===== config.mk =====
export PLATFORM = sky130hd
export DESIGN_NAME = prefix_adder_bist
export DESIGN_NICKNAME = d
export VERILOG_FILES = /design/src/rtl/prefix_adder_bist.sv
export SDC_FILE = /design/constraint.sdc
export NUM_CORES = 1
export LEC_CHECK = 0
export ABC_AREA = 1
export BUFFER_PORTS_ARGS = -buffer_cell sky130_fd_sc_hd__buf_2
export CAP_MARGIN = 15
export CELL_PAD_IN_SITES_DETAIL_PLACEMENT = 0
export CELL_PAD_IN_SITES_GLOBAL_PLACEMENT = 1
export CORE_MARGIN = 3
export CORE_UTILIZATION = 40
export CTS_CLUSTER_SIZE = 14
export DETAILED_ROUTE_END_ITERATION = 8
export PLACE_DENSITY = 0.9
export SKIP_CTS_REPAIR_TIMING = 1
export SLEW_MARGIN = 20
export SYNTH_ARGS = -nofsm -noshare
export SYNTH_HDL_FRONTEND = slang
export SYNTH_SLANG_ARGS = --single-unit

===== constraint.sdc =====
create_clock -name clk -period 3.7 [get_ports clk]
set_input_delay 0.185 -clock clk [delete_from_list [all_inputs] [get_ports clk]]
set_output_delay 0.185 -clock clk [all_outputs]
set_load 0.02 [all_outputs]

===== src/rtl/prefix_adder_bist.sv =====
// prefix_adder_bist: built-in self-test engine for a 32-bit combinational
// adder (Brent-Kung, Kogge-Stone, ...). It drives operand pairs onto
// dut_a/dut_b, samples dut_s one clock later and compares it with a
// behavioural A+B (33 bits, carry-out included).
//
// Ports:
//   clk, rst          single clock, synchronous active-high reset
//   start             one-cycle request; accepted in IDLE or DONE only
//   dut_a, dut_b      registered operands to the adder under test
//   dut_s             33-bit sum from the adder under test
//   busy              high while vectors are applied or the pipe drains
//   done, pass        end-of-run flag; pass = no mismatches (valid when done)
//   err_count         saturating mismatch count
//   first_a/b/s       operands and observed sum of the first mismatch
//
// Handshake: start is sampled on every rising edge; a run is accepted only
// when busy=0. done stays high until the next accepted start or rst.
// Outputs err_count/first_* are stable while done=1.
//
// Run timeline (N = 8 + PATTERNS): the start edge E0 loads vector 0; edge
// E_k loads vector k and checks vector k-1; E_N checks the last vector and
// enters DRAIN; E_{N+1} enters DONE.
module prefix_adder_bist #(
  parameter int          PATTERNS = 1024,
  parameter logic [31:0] SEED_A   = 32'hACE1_2468,
  parameter logic [31:0] SEED_B   = 32'h1357_BDF9
) (
  input  logic        clk,
  input  logic        rst,
  input  logic        start,
  output logic [31:0] dut_a,
  output logic [31:0] dut_b,
  input  logic [32:0] dut_s,
  output logic        busy,
  output logic        done,
  output logic        pass,
  output logic [15:0] err_count,
  output logic [31:0] first_a,
  output logic [31:0] first_b,
  output logic [32:0] first_s
);

  localparam logic [16:0] N = 17'(PATTERNS + 8);

  typedef enum logic [1:0] {S_IDLE, S_RUN, S_DRAIN, S_DONE} state_t;

  state_t      state_q, state_d;
  logic [31:0] a_q, a_d, b_q, b_d;
  logic [31:0] lfsr_a_q, lfsr_a_d, lfsr_b_q, lfsr_b_d;
  logic [16:0] idx_q, idx_d;      // index of the next vector to load
  logic        busy_q, busy_d, done_q, done_d, pass_q, pass_d;
  logic [15:0] err_q, err_d;
  logic [31:0] first_a_q, first_a_d, first_b_q, first_b_d;
  logic [32:0] first_s_q, first_s_d;
  logic [32:0] sum_exp;

  function automatic logic [31:0] lfsr_next(input logic [31:0] x);
    return {x[30:0], x[31] ^ x[21] ^ x[1] ^ x[0]};
  endfunction

  // Fixed corner vectors {A, B}: carry ripple, all-ones, alternating bits.
  function automatic logic [63:0] corner(input logic [2:0] k);
    logic [63:0] v;
    case (k)
      3'd0:    v = {32'h0000_0000, 32'h0000_0000};
      3'd1:    v = {32'hFFFF_FFFF, 32'h0000_0001};
      3'd2:    v = {32'hFFFF_FFFF, 32'hFFFF_FFFF};
      3'd3:    v = {32'h0000_0001, 32'hFFFF_FFFF};
      3'd4:    v = {32'h5555_5555, 32'hAAAA_AAAA};
      3'd5:    v = {32'hAAAA_AAAA, 32'h5555_5555};
      3'd6:    v = {32'h8000_0000, 32'h8000_0000};
      default: v = {32'hFFFF_FFFF, 32'h0000_0000};
    endcase
    return v;
  endfunction

  always_comb begin
    state_d   = state_q;
    a_d       = a_q;
    b_d       = b_q;
    lfsr_a_d  = lfsr_a_q;
    lfsr_b_d  = lfsr_b_q;
    idx_d     = idx_q;
    busy_d    = busy_q;
    done_d    = done_q;
    pass_d    = pass_q;
    err_d     = err_q;
    first_a_d = first_a_q;
    first_b_d = first_b_q;
    first_s_d = first_s_q;
    // a_q/b_q hold the vector the adder is currently seeing, so they are the
    // registered copy the reference sum is built from.
    sum_exp   = {1'b0, a_q} + {1'b0, b_q};

    case (state_q)
      S_IDLE, S_DONE: begin
        if (start) begin
          state_d   = S_RUN;
          a_d       = 32'h0;
          b_d       = 32'h0;
          lfsr_a_d  = SEED_A;
          lfsr_b_d  = SEED_B;
          idx_d     = 17'd1;
          busy_d    = 1'b1;
          done_d    = 1'b0;
          pass_d    = 1'b0;
          err_d     = 16'h0;
          first_a_d = 32'h0;
          first_b_d = 32'h0;
          first_s_d = 33'h0;
        end
      end
      S_RUN: begin
        if (dut_s != sum_exp) begin
          if (err_q != 16'hFFFF) err_d = err_q + 16'd1;
          // The count never wraps, so zero means no mismatch yet this run.
          if (err_q == 16'h0) begin
            first_a_d = a_q;
            first_b_d = b_q;
            first_s_d = dut_s;
          end
        end
        if (idx_q == N) begin
          state_d = S_DRAIN;
          a_d     = 32'h0;
          b_d     = 32'h0;
        end else begin
          if (idx_q < 17'd8) begin
            {a_d, b_d} = corner(idx_q[2:0]);
          end else begin
            lfsr_a_d = lfsr_next(lfsr_a_q);
            lfsr_b_d = lfsr_next(lfsr_b_q);
            a_d      = lfsr_a_d;
            b_d      = lfsr_b_d;
          end
          idx_d = idx_q + 17'd1;
        end
      end
      S_DRAIN: begin
        state_d = S_DONE;
        busy_d  = 1'b0;
        done_d  = 1'b1;
        pass_d  = (err_q == 16'h0);
      end
      default: state_d = S_IDLE;
    endcase
  end

  always_ff @(posedge clk) begin
    if (rst) begin
      state_q   <= S_IDLE;
      a_q       <= 32'h0;
      b_q       <= 32'h0;
      lfsr_a_q  <= SEED_A;
      lfsr_b_q  <= SEED_B;
      idx_q     <= 17'd0;
      busy_q    <= 1'b0;
      done_q    <= 1'b0;
      pass_q    <= 1'b0;
      err_q     <= 16'h0;
      first_a_q <= 32'h0;
      first_b_q <= 32'h0;
      first_s_q <= 33'h0;
    end else begin
      state_q   <= state_d;
      a_q       <= a_d;
      b_q       <= b_d;
      lfsr_a_q  <= lfsr_a_d;
      lfsr_b_q  <= lfsr_b_d;
      idx_q     <= idx_d;
      busy_q    <= busy_d;
      done_q    <= done_d;
      pass_q    <= pass_d;
      err_q     <= err_d;
      first_a_q <= first_a_d;
      first_b_q <= first_b_d;
      first_s_q <= first_s_d;
    end
  end

  assign dut_a     = a_q;
  assign dut_b     = b_q;
  assign busy      = busy_q;
  assign done      = done_q;
  assign pass      = pass_q;
  assign err_count = err_q;
  assign first_a   = first_a_q;
  assign first_b   = first_b_q;
  assign first_s   = first_s_q;

endmodule


==> impl_results.md, run 1 <==
* Clock Skew at 0.0131 ns
* FFs w/ async S/R, synth at 0
* Final Util at 0.485
* Sw Ratio at 0.440
* HP Start: dut_s[27]
* FF+latch count, synth at 263
* Routed vias at 15200
* Die height at 197 microns
* P&R area growth vs syn at 18.8%
* Setup Viol. Count Final at 0
* Synthesized net count at 2436
* Netlist cell types at 40
* Worst hold slack at -0.0306 ns
* RR Startpoint: dut_a[0]$_SDFFE_PP0P_
* Total GRT Usage at 0.255
* Peak VDD IR at 436 uV
* Final nets at 2645
* Clock share of power at 0.249
* CP top delay family: simple AND/OR/NAND/NOR gates
* Largest net degree at the start of global routing at 104
* Synthesized area per cell at 6.21 sq um
* PD cells at 726 nW/um^2
* Max_cap viols at 0
* CP max stage delay at 0.49 ns
* Crit path required time at 4.11 ns
* CP bufs+invs at 2
* Routability congestion estimate at 1.01
* Crit-path max FO at 49
* Routed wire length at 52.4 mm
* Core Box Area at 35800 sq um
* Die area at 38900 sq um
* Reg power frac at 0.307
* Initial Util at 0.408
* H-tree levels at 1
* Internal power component at 7.07 mW
* Clk slew on worst S/H paths at 0.06 ns
* Slew Viols, Final at 0
* Mapped Cells at 2358
* Reg2Reg Setup Slack at 0.40 ns
* Comb pwr share at 0.444
* Final hold violations at 12
* Clock Tree Root: clkbuf_16
* Net Sw Power at 5.55 mW
* CP max-delay cell: fa_1
* Max Root-Sink Buffers at 3
* Ant diodes at 0
* Grt ovf at 0
* I/O pin cnt at 216
* Final Power at 12.6 mW
* Initial antenna violation count at 0
* DRC Markers at 0
* Worst slew margin at 0.234
* Register area share after synthesis at 0.360
* Tcrit/Tclk final at 0.891
* CTS tree: done
* Avg WL per Cell at 17.2 microns
* Startpoint Class: register
* Post-synth EDFFs at 0
* RSZ-0062 raised after global routing: false
* Post-Layout Inst Area at 17400 sq um
* Clk sinks at 263
* Share of cells above drive strength 1 at 0.129
* Vias in the first global route at 13800
* Crit path cell chain: ha_1 > inv_1 > fa_1 > nand2_1 > nand2_1 > nor2_1 > nand2_1 > nor2_1 > nand3_1 > nor2_1 > nand3_1 > nor2_1 > nand3_1 > nor2_2 > nand3_4 > nand3_4 > buf_16 > nand2_1 > nand2_1 > nor2_1
* Post-route ant nets at 0
* Later-pin clock latency in the skew report at 0.58 ns
* Vias/cell at 5.00
* Setup CP Type: register to register
* # port buffers at 215
* CP arrival at 3.71 ns
* Leak Pwr at 9.39 nW
* Fmax achieved at 303 MHz
* Placed instance area at 16200 sq um
* Crit end category: register
* First-pass DRT Iterations at 5
* Run status: finished with violations
* Post-DP HPWL at 38.6 mm
* Failing checks: negative hold slack
* Synth Cell Area at 14600 sq um
* First-pass GRT wire length at 78.9 mm
* Iteration-0 DRC count of the detailed router at 1402
* YS warnings at 0
* Setup TNS at 0 ns
* Hold Path Class: input pin to register
* TritonCTS buffer count at 29
* Row cnt at 69
* Crit path from: dut_a[0]$_SDFFE_PP0P_
* Slew @ Worst Pin at 1.15 ns
* Min cycle time layout at 3.30 ns
* Die width at 197 microns
* Post-synth top flop: dfxtp_1
-- cell usage after synthesis, types with 9 or more instances --
master    instances  share of area
ha_1             41          0.035
o22ai_1          17         0.0073
buf_6            17          0.013
clkbuf_1         70          0.018
nor2_1          282          0.072
o21ai_0          81          0.028
inv_1           375          0.096
nand2_1         815           0.21
dfxtp_1         263           0.36
xnor2_1          16         0.0096
nand4_1          65          0.028
nor4_1           10         0.0043
nand3b_1         11         0.0056
nor3_1           17         0.0058
o211ai_1          9         0.0046
xor2_1           16         0.0096
o221ai_1          9         0.0054
buf_1             9         0.0023
nand3_1          56          0.019
a21oi_1         141          0.048
-- registers in the layout, indices dropped and copies added, names as in the netlist --
signal and cells:
idx_q 17, first_s 33, state_q 2, done 1, dut_b 32, lfsr_b_q 32
busy 1, err_count 16, dut_a 32, first_b 32, lfsr_a_q 32, pass 1
first_a 32
-- kinds of logic after synthesis --
| family | after synthesis | share of synthesized area |
|---|---|---|
| AND/OR/NAND/NOR | 1272 | 0.353 |
| buffers and inverters | 481 | 0.133 |
| AO/OA/AOI/OAI | 268 | 0.0989 |
| flip-flops | 263 | 0.360 |
| adder cells (fa/ha/maj) | 42 | 0.0364 |
| XOR/XNOR | 32 | 0.0192 |
-- final cells by class --
| cell class | instances | area, sq um |
|---|---|---|
| fill | 3664 | 18400 |
| inverter | 379 | 1420 |
| tap | 461 | 577 |
| multi-input combinational | 1614 | 7450 |
| timing repair buffer | 280 | 1630 |
| sequential | 263 | 5270 |
| clock buffer | 43 | 848 |
| clock inverter | 8 | 183 |
-- stage by stage --
stage | cells | setup slack (ns)
floorplan | 2358 | 0.772
global placement | 2988 | 0.283
detailed placement | 2988 | 0.184
CTS | 3039 | 0.149
global route | 3048 | 0.126
finish | 3048 | 0.403
-- power by group through the flow --
stage	clock [mW]	combinational, mW	sequential, mW
after floorplan	0	3.48	4.37
after global placement	0	5.37	3.91
after detailed placement	0	5.43	3.92
after CTS	3.18	5.46	3.86
after global routing	3.29	6.25	3.93
final	3.14	5.60	3.88
-- worst min-delay path, stage by stage --
cell and delay (ns):
buf_2 0.11, nand2_1 0.05, inv_1 0.04, nor2_1 0.03
nor2_1 0.08
-- routing by layer --
layer  part of all wire  track usage  routed length, microns  vias up
li1                   -            -                       -     7675
met1               0.45        0.358                   23500     6947
met2               0.45        0.409                   23300      524
met3              0.069       0.0346                    3610       87
met4              0.037       0.0797                    1920        0
met5                  0            0                       0        -
-- layout by cell type, fill, tap and decap left out, drive strengths merged --
master / instances
dfxtp: 263
a21o: 2
nor2: 285
nand3b: 11
o211ai: 9
nand2: 817
or2: 1
o21a: 2
and2: 4
a221o: 1
xor2: 16
nand3: 60
ha: 41
a21oi: 141
xnor2: 16
fa: 1
nor3b: 1
a211oi: 1
buf: 275
o22ai: 17
bufinv: 5
clkbuf: 44
o21ai: 81
clkinv: 4
nand4: 65
a221oi: 1
nor3: 18
inv: 377
a31oi: 2
nor4: 10
clkinvlp: 1
o221ai: 9
dlygate4sd3: 4
o21bai: 2
-- path summary, 6_finish.rpt --
| path | end | depth (start not counted) |
|---|---|---|
| worst max register to register | first_a[14]$_SDFFE_PP0P_ | 20 |
| worst max-delay path | first_a[14]$_SDFFE_PP0P_ | 20 |
| worst min register to register | lfsr_a_q[18]$_SDFFE_PP0P_ | 2 |
| worst min-delay path | first_s[27]$_SDFFE_PP0P_ | 5 |
Note: power is estimated with default switching activity, not from simulation.
==> run 2, diff against run 1 <==
- HOLD_SLACK_MARGIN: default -> 0.03
==> run 2 against run 1 <==
  * The flow still finishes with violations (negative hold slack)
  * Sequential share of layout area fell by 0.16 points
  * Non-clock buffer count rose by 9
  * Utilization rose by 0.25 points
  * Maximum frequency rose by 0.16%
  * Clock power barely moved
  * Highest routed layer unchanged
  * Die area did not move
  * Critical endpoint unchanged
  * Largest cell class unchanged
  * Via count rose by 0.41%
  * Power barely moved
==> impl_results.md, run 2 (same netlist as run 1, synthesis figures left out) <==
* Clk slew on worst S/H paths at 0.06 ns
* Total GRT Usage at 0.255
* Later-pin clock latency in the skew report at 0.58 ns
* Leading cell type in the layout, fill and taps excluded: nand2_1
* Setup CP Type: register to register
* Max Root-Sink Buffers at 3
* Startpoint Class: register
* Setup Viol. Count Final at 0
* Routed wire length at 52.3 mm
* Fmax achieved at 304 MHz
* PD cells at 722 nW/um^2
* Setup TNS at 0 ns
* H-tree levels at 1
* CP arrival at 3.71 ns
* Min cycle time layout at 3.29 ns
* Worst hold slack at -0.0214 ns
* Run status: finished with violations
* Vias in the first global route at 13800
* Non-Filler Instances at 3057
* Clk sinks at 263
* Max reg flops at 33
* Most frequent cells in the layout: nand2_1 (815), inv_1 (374), nor2_1 (281)
* TritonCTS buffer count at 29
* Max_cap viols at 0
* Final nets at 2654
* Avg WL per Cell at 17.1 microns
* FF+latch area at 5270 sq um
* CTS tree: done
* Post-route ant nets at 0
* Row cnt at 69
* Crit-path max FO at 49
* Ant diodes at 0
* Final Util at 0.488
* First-pass GRT wire length at 78.9 mm
* Routability congestion estimate at 1.01
* Hold Path Class: input pin to register
* Crit end category: register
* Iteration-0 DRC count of the detailed router at 1458
* Worst slew margin at 0.247
* Largest net degree at the start of global routing at 104
* Peak VDD IR at 431 uV
* Die width at 197 microns
* Clock Skew at 0.0171 ns
* Routed vias at 15300
* Post-DP HPWL at 38.6 mm
* Initial Util at 0.408
* Slew @ Worst Pin at 1.13 ns
* Slew Viols, Final at 0
* DRC Markers at 0
* I/O pin cnt at 216
* Leak Pwr at 9.43 nW
* Grt ovf at 0
* # port buffers at 215
* Die area at 38900 sq um
* Dpl cells at 2988
* P&R area growth vs syn at 19.4%
* Die height at 197 microns
* Final Power at 12.6 mW
* First-pass DRT Iterations at 5
* Placed instance area at 16200 sq um
* Share of cells above drive strength 1 at 0.129
* Post-Layout Inst Area at 17500 sq um
* Core Box Area at 35800 sq um
* Vias/cell at 5.00
* RSZ-0062 raised after global routing: false
* Multi-input logic area at 7450 sq um
* Failing checks: negative hold slack
* Clock Tree Root: clkbuf_16
* Tcrit/Tclk final at 0.890
* # fillers at 3651
* Final hold violations at 8
* Initial antenna violation count at 0
* Crit path required time at 4.11 ns
## run 2: cell count changes in the layout (fill, tap and decap cells not counted)
cell | before | now
dlygate4sd3_1 | 4 | 13
## run 2: power breakdown
part	total, mW	switching [mW]	internal [mW]
combinational	5.60	3.86	1.74
clock	3.14	1.22	1.93
sequential	3.88	0.464	3.41
total	12.6	5.54	7.08
## run 2: layer usage
metal / vias up / wire, microns / GRT usage
met3: 91 / 3680 / 0.0346
met1: 6950 / 23500 / 0.358
met2: 554 / 23200 / 0.409
met5: - / 0 / 0
li1: 7701 / - / -
met4: 0 / 1970 / 0.0797
## run 2: cell type report
| class | count | share of cell area |
|---|---|---|
| multi-input cells | 1614 | 0.426 |
| flip-flops and latches | 263 | 0.301 |
| repair buffers | 289 | 0.0987 |
| inverters | 379 | 0.0815 |
| clock buffers | 43 | 0.0486 |
| well taps | 461 | 0.0330 |
| clock inverters | 8 | 0.0105 |
## run 2: critical path, cell delays in order, from the launching register on
cell	delay [ns]
dfxtp_1	0.38
ha_1	0.23
inv_1	0.09
fa_1	0.49
nand2_1	0.10
nand2_1	0.05
nor2_1	0.10
nand2_1	0.07
nor2_1	0.10
nand3_1	0.10
nor2_1	0.12
nand3_1	0.09
nor2_1	0.17
nand3_1	0.11
nor2_2	0.13
nand3_4	0.13
nand3_4	0.18
buf_16	0.25
nand2_1	0.09
nand2_1	0.07
nor2_1	0.04
## run 2: final timing paths
| kind | from | to | slack, ns | cells past startpoint |
|---|---|---|---|---|
| worst min-delay path | dut_s[29] | first_s[29]$_SDFFE_PP0P_ | -0.02 | 5 |
| worst min register to register | lfsr_a_q[18]$_SDFFE_PP0P_ | lfsr_a_q[18]$_SDFFE_PP0P_ | 0.47 | 2 |
| worst max-delay path | dut_a[0]$_SDFFE_PP0P_ | first_a[14]$_SDFFE_PP0P_ | 0.41 | 20 |
| worst max register to register | dut_a[0]$_SDFFE_PP0P_ | first_a[14]$_SDFFE_PP0P_ | 0.41 | 20 |
## run 2: per-stage QoR
step	hold slack, ns	setup WS, ns
floorplan	0.401	0.772
global placement	0.452	0.283
detailed placement	0.464	0.184
CTS	-0.0783	0.149
global route	0.0328	0.126
finish	-0.0214	0.409
